[config.mk]
export PLATFORM = sky130hd
export DESIGN_NAME = inst_loader_flat
export DESIGN_NICKNAME = d
export VERILOG_FILES = /design/src/rtl/inst_loader_if.sv /design/src/rtl/inst_loader.sv /design/src/flat_wrapper.sv
export SDC_FILE = /design/constraint.sdc
export NUM_CORES = 1
export LEC_CHECK = 0
export CAP_MARGIN = 20
export CELL_PAD_IN_SITES_DETAIL_PLACEMENT = 0
export CELL_PAD_IN_SITES_GLOBAL_PLACEMENT = 2
export CORE_ASPECT_RATIO = 1.25
export CORE_MARGIN = 2
export CORE_UTILIZATION = 33
export DETAILED_ROUTE_END_ITERATION = 12
export GPL_TIMING_DRIVEN = 0
export PLACE_DENSITY_LB_ADDON = 0.1
export RECOVER_POWER = 50
export SYNTH_ARGS = -nofsm -noshare
export SYNTH_HDL_FRONTEND = slang
export SYNTH_SLANG_ARGS = --single-unit
[constraint.sdc]
create_clock -name clk -period 2.3 [get_ports clk]
set_input_delay 0.345 -clock clk [delete_from_list [all_inputs] [get_ports clk]]
set_output_delay 0.345 -clock clk [all_outputs]
set_load 0.01 [all_outputs]
[src/rtl/inst_loader_if.sv]
// inst_loader_if: byte-stream and instruction-memory write bundle for inst_loader.
//
// Signals:
//   in_data   [7:0]       stream byte from the host
//   in_valid              in_data holds a byte
//   in_ready              loader can take a byte this cycle
//   im_we                 one-cycle instruction-memory write strobe
//   im_addr   [ADDR_W-1:0] word address qualified by im_we
//   im_wdata  [31:0]      word qualified by im_we
//
// Handshake: a byte moves on a rising clk edge where in_valid && in_ready are
// both high. The host holds in_data stable while in_valid is high and the byte
// has not moved yet. in_ready depends only on loader state, never on in_valid.
//
// Modports: master = byte source / memory side, slave = the loader.
interface inst_loader_if #(
  parameter int ADDR_W = 6
);
  logic [7:0]        in_data;
  logic              in_valid;
  logic              in_ready;
  logic              im_we;
  logic [ADDR_W-1:0] im_addr;
  logic [31:0]       im_wdata;

  modport master (
    output in_data, in_valid,
    input  in_ready, im_we, im_addr, im_wdata
  );

  modport slave (
    input  in_data, in_valid,
    output in_ready, im_we, im_addr, im_wdata
  );
endinterface

[src/rtl/inst_loader.sv]
// inst_loader: boot-time loader for the instruction memory.
// Takes a framed byte stream (COUNT_HI, COUNT_LO, COUNT*4 payload bytes MSB
// first, CSUM), writes big-endian words to addresses 0.. and releases the
// datapath through lock only after the XOR checksum of the payload matches.
//
// Ports:
//   clk, rst_n  clock (rising edge) and asynchronous active-low reset
//   bus         inst_loader_if.slave: byte stream in, memory write port out
//   restart     one-cycle pulse, honored only in DONE or ERR
//   lock        processor run enable, high only in DONE
//   done        load complete with a good checksum
//   err         load aborted: bad checksum or count above DEPTH
//   dbg_state   current FSM state encoding
module inst_loader #(
  parameter int ADDR_W = 6,
  parameter int DEPTH  = 64
) (
  input  logic               clk,
  input  logic               rst_n,
  inst_loader_if.slave       bus,
  input  logic               restart,
  output logic               lock,
  output logic               done,
  output logic               err,
  output logic [2:0]         dbg_state
);

  typedef enum logic [2:0] {
    CNT_HI = 3'd0,
    CNT_LO = 3'd1,
    DATA   = 3'd2,
    CSUM   = 3'd3,
    DONE   = 3'd4,
    ERR    = 3'd5
  } state_t;

  localparam logic [15:0]   DEPTH16 = 16'(DEPTH);
  localparam logic [ADDR_W:0] W_ONE = 1;

  state_t            state, state_next;
  logic [15:0]       count;
  // One bit wider than the address so it can reach DEPTH after the last word.
  logic [ADDR_W:0]   word_idx;
  logic [ADDR_W:0]   widx_next;
  logic [1:0]        byte_idx;
  logic [7:0]        csum;
  logic [31:0]       asm_word;
  logic [31:0]       word_next;
  logic [15:0]       cnt_full;
  logic              last_word;
  logic              accept;
  logic              enter_cnt_hi;

  assign bus.in_ready = (state == CNT_HI) || (state == CNT_LO) ||
                        (state == DATA)   || (state == CSUM);
  assign accept       = bus.in_valid && bus.in_ready;
  assign lock         = (state == DONE);
  assign done         = (state == DONE);
  assign err          = (state == ERR);
  assign dbg_state    = state;

  assign cnt_full     = {count[15:8], bus.in_data};
  assign widx_next    = word_idx + W_ONE;
  assign last_word    = ({{(15 - ADDR_W){1'b0}}, widx_next} == count);
  assign word_next    = {asm_word[23:0], bus.in_data};
  assign enter_cnt_hi = (state_next == CNT_HI) && (state != CNT_HI);

  always_ff @(posedge clk or negedge rst_n) begin
    if (!rst_n) begin
      state <= CNT_HI;
    end else begin
      state <= state_next;
    end
  end

  always_comb begin
    state_next = state;
    case (state)
      CNT_HI: if (accept) state_next = CNT_LO;
      CNT_LO: begin
        if (accept) begin
          if (cnt_full > DEPTH16)      state_next = ERR;
          else if (cnt_full == 16'd0)  state_next = CSUM;
          else                         state_next = DATA;
        end
      end
      DATA:   if (accept && (byte_idx == 2'd3) && last_word) state_next = CSUM;
      CSUM: begin
        if (accept) state_next = (bus.in_data == csum) ? DONE : ERR;
      end
      DONE:   if (restart) state_next = CNT_HI;
      ERR:    if (restart) state_next = CNT_HI;
      default: state_next = CNT_HI;
    endcase
  end

  // Datapath: count capture, word assembly, running XOR and the write port.
  always_ff @(posedge clk or negedge rst_n) begin
    if (!rst_n) begin
      count        <= '0;
      word_idx     <= '0;
      byte_idx     <= '0;
      csum         <= '0;
      asm_word     <= '0;
      bus.im_we    <= 1'b0;
      bus.im_addr  <= '0;
      bus.im_wdata <= '0;
    end else begin
      bus.im_we <= 1'b0;
      if (enter_cnt_hi) begin
        count    <= '0;
        word_idx <= '0;
        byte_idx <= '0;
        csum     <= '0;
      end
      if (accept) begin
        case (state)
          CNT_HI: count[15:8] <= bus.in_data;
          CNT_LO: count[7:0]  <= bus.in_data;
          DATA: begin
            asm_word <= word_next;
            csum     <= csum ^ bus.in_data;
            byte_idx <= byte_idx + 2'd1;
            if (byte_idx == 2'd3) begin
              bus.im_we    <= 1'b1;
              bus.im_addr  <= word_idx[ADDR_W-1:0];
              bus.im_wdata <= word_next;
              word_idx     <= widx_next;
            end
          end
          default: ;
        endcase
      end
    end
  end

endmodule

[src/flat_wrapper.sv]
// flat-port wrapper written by rule: the top's interface ports become plain ports
module inst_loader_flat 
#(
  parameter int ADDR_W = 6,
  parameter int DEPTH  = 64
)
  (clk, rst_n, restart, lock, done, err, dbg_state, bus_in_data, bus_in_valid, bus_in_ready, bus_im_we, bus_im_addr, bus_im_wdata);
  inst_loader_if #(.ADDR_W(ADDR_W)) bus_i ();
  input  logic clk;
  input  logic rst_n;
  input  logic restart;
  output logic lock;
  output logic done;
  output logic err;
  output logic [2:0] dbg_state;
  input wire logic [$bits(bus_i.in_data)-1:0] bus_in_data;
  input wire logic [$bits(bus_i.in_valid)-1:0] bus_in_valid;
  output wire logic [$bits(bus_i.in_ready)-1:0] bus_in_ready;
  output wire logic [$bits(bus_i.im_we)-1:0] bus_im_we;
  output wire logic [$bits(bus_i.im_addr)-1:0] bus_im_addr;
  output wire logic [$bits(bus_i.im_wdata)-1:0] bus_im_wdata;
  assign bus_i.in_data = bus_in_data;
  assign bus_i.in_valid = bus_in_valid;
  assign bus_in_ready = bus_i.in_ready;
  assign bus_im_we = bus_i.im_we;
  assign bus_im_addr = bus_i.im_addr;
  assign bus_im_wdata = bus_i.im_wdata;
  inst_loader #(.ADDR_W(ADDR_W), .DEPTH(DEPTH)) u_core (.clk(clk), .rst_n(rst_n), .bus(bus_i), .restart(restart), .lock(lock), .done(done), .err(err), .dbg_state(dbg_state));
endmodule
==> impl_metrics.ini <==
[run_status]
status = finished clean

[synthesis]
synthFlopType = dfrtp_1
ys_warn_count = 0
yosysSeqAreaShare_pct = 58.67
synth_edf_count = 0
synthCells = 475
synthArstFlopShare_pct = 100.0
syn_nets = 489
synth.cell_area_um2 = 4223
ys_types = 35
ys_ff_latch = 99
avgSynthCellArea_um2 = 8.890

[critical_path]
crit_family = buffers and inverters
path_buf_inv = 3
crit_required_ns = 1.96
crit_slowest_cell = clkdlybuf4s50_1
r2r-start = u_core.dbg_state[1]
path_class = reg2out
cp-end-kind = primary output
critical_path.max_stage_delay_ns = 0.53
rrSetupSlack_ns = 0.34
reg2regPathDepth = 7
path_cells = clkbuf_2, nor3_2, buf_4, clkdlybuf4s50_1
path_depth = 4
worst-path-max-fanout = 10
startpoint_type = flip-flop
arrival_ns = 1.79
cp-startpoint = u_core.dbg_state[0]
worstReg2RegEnd = u_core.word_idx[1]

[finish]
diodes = 0
layout_commonest_cell = nand2_1
drive_above_1_share_pct = 6.569
area_growth_pct = 26.07
layout_common_cells = nand2_1, dfrtp_1, clkdlybuf4s50_1
final_nets = 557
layout.cells.non_filler = 716

[routing]
dr.pass1.iters = 6
vias = 3278
wl_mm = 10.44
post_drt_wl_per_cell_um = 14.57
viasPerCell = 4.578
drc = 0
drtIter0Drc = 175
ant_nets = 0

[global_routing]
grt_pass1_vias = 3141
gr-total-overflow = 0
grt_pass1_wl_mm = 17.24
grt_max_degree = 65
grtUsageMet1_pct = 21.47
grt_use_met3_pct = 3.274
grtUsageTotal_pct = 16.39
grt_busiest_layer = met2
grt_use_met2_pct = 27.48
antenna_found_initial = 0

[cts]
clk_pin_slew_ns = 0.07
root_buffer = clkbuf_16
cts_num_sinks = 99
cts_inserted_buffers = 9
clock_path_buffers = 2
cts-htree-levels = 3
cts_tree = done
postCtsSetupRepairBufs = 0
clkLatencyLatePin_ns = 0.34

[placement]
pre_cts_slack_ns = -0.1503
dpl.hpwl_mm = 7.327
io_buffers = 56
gp_congestion = 0.7358
dp_cells = 700

[sta]
relSlewSlack_pct = 33.95
hold_slack_ns = 0.4217
finalCriticalPeriod_ns = 2.139
timing.fmax_ghz = 0.4676
grt_setup_unrepaired = false
clock_skew_ns = 0.005642
slew_violations = 0
min_period_over_period_pct = 92.98
tightest_slew_ns = 0.9908
layout_setup_ws_ns = 0.1615
finalSetupViolCount = 0
hold_viol = 0

[floorplanning]
die_x_um = 105.2
die_h_um = 130.5
boundaryPins = 58
fp-row-count = 46
core-area_um2 = 12600
die-area_um2 = 13720
start_util_pct = 33.50

[power]
p_sw_mw = 1.311
ir_drop_mv = 0.3282
swShare_pct = 29.40
seqPwrFrac_pct = 47.8
clockPowerShare_pct = 34.0
p_comb_share_pct = 18.3
power.density_nw_per_um2 = 837.5
p_int_mw = 3.148
p_leak_nw = 2.761

[worst_hold_path]
hold_class = in2reg
holdPathEnd = u_core.bus.im_wdata[7]
worstHoldStart = bus_in_data[7]
min_path_cells = 3

[run]
drv_cap = 0
how the worst max path moves through the flow:
stage | end | slack (ns)
2_1_floorplan | u_core.asm_word[5] | 0.63
3_3_place_gp | u_core.word_idx[2] | -3.02
3_5_place_dp | u_core.dbg_state[0] | -0.15
4_1_cts | err | 0.03
5_1_grt | err | 0.01
6_report | lock | 0.16
cell type report:
type                            count  area (um^2)
Timing Repair Buffer               58        593.1
Inverter                            3        11.26
Multi-Input combinational cell    347         1620
Tap cell                          168        210.2
Clock buffer                       10        229.0
Fill cell                        1313         7281
Clock inverter                      6        63.81
Buffer                             25        116.4
Sequential cell                    99         2480
cell usage after synthesis (all sizes together) (2+ instances only):
cell / count / share of area [%]
nand2: 233 / 21
dfrtp: 99 / 59
a21oi: 23 / 2.7
xor2: 23 / 4.8
nor2: 17 / 1.5
buf: 14 / 1.7
clkbuf: 12 / 1.1
xnor2: 7 / 1.5
nand3: 6 / 0.71
nor4: 6 / 1.0
o21ai: 5 / 0.59
nor3: 4 / 0.47
inv: 3 / 0.27
a31oi: 2 / 0.30
and3: 2 / 0.30
ha: 2 / 0.59
nand2b: 2 / 0.30
nor3b: 2 / 0.36
or3: 2 / 0.30
registers in the layout, indices dropped and copies added, names as in the netlist:
| signal | flops |
|---|---|
| u_core.csum | 8 |
| u_core.dbg_state | 3 |
| u_core.word_idx | 7 |
| u_core.byte_idx | 2 |
| u_core.asm_word | 24 |
| u_core.count | 16 |
| u_core.bus.im_addr | 6 |
| u_core.bus.im_we | 1 |
| u_core.bus.im_wdata | 32 |
metal layers:
metal / up-vias / wire length (um)
met5: - / 0
met3: 9 / 326
met1: 1581 / 4812
met4: 0 / 115
met2: 53 / 5181
li1: 1635 / -
power groups by stage:
stage	Combinational (mW)	Sequential, mW	Clock, mW
2_1_floorplan	0.518	2.12	0
3_3_place_gp	0.814	2.16	0
3_5_place_dp	0.825	2.16	0
4_1_cts	0.832	2.13	1.56
5_1_grt	0.935	2.16	1.65
6_report	0.814	2.13	1.51
kinds of logic (layout without fill, tap and decap cells):
| group | Yosys count | after routing | share of synthesized area (%) |
|---|---|---|---|
| buf+inv | 29 | 102 | 3.081 |
| xor+xnor | 30 | 30 | 6.222 |
| compound gates | 34 | 34 | 4.415 |
| simple gates | 281 | 281 | 27.02 |
| fa+ha+maj | 2 | 2 | 0.5925 |
| flops | 99 | 99 | 58.67 |
repair_timing:
| item | CTS | global route |
|---|---|---|
| cloned | 0 | 0 |
| pin swaps | 0 | 0 |
| endpoints found under the setup margin | 1 | 3 |
| endpoints found under the hold margin | 35 | 0 |
| hold buffers | 1 | 0 |
| resized for setup | 1 | 4 |
worst reg2reg max path, cell delays in order (launching register included):
cell and delay (ns):
dfrtp_2 0.51, nor4bb_1 0.29, buf_2 0.24, nand2_2 0.17, inv_2 0.18, buf_2 0.29
nand2_1 0.09, a21oi_1 0.12
metrics by stage:
stage               TNS (ns)  area (um^2)  util (%)  power (mW)
global placement     -297.97         4994     39.62       2.972
CTS                        0         5323     42.23       4.517
finish                     0         5324     42.24       4.459
detailed placement   -0.1503         5019     39.82       2.983
global route               0         5324     42.24       4.746
floorplan                  0         4223         -       2.636
Power figures use the tool's default switching activity.
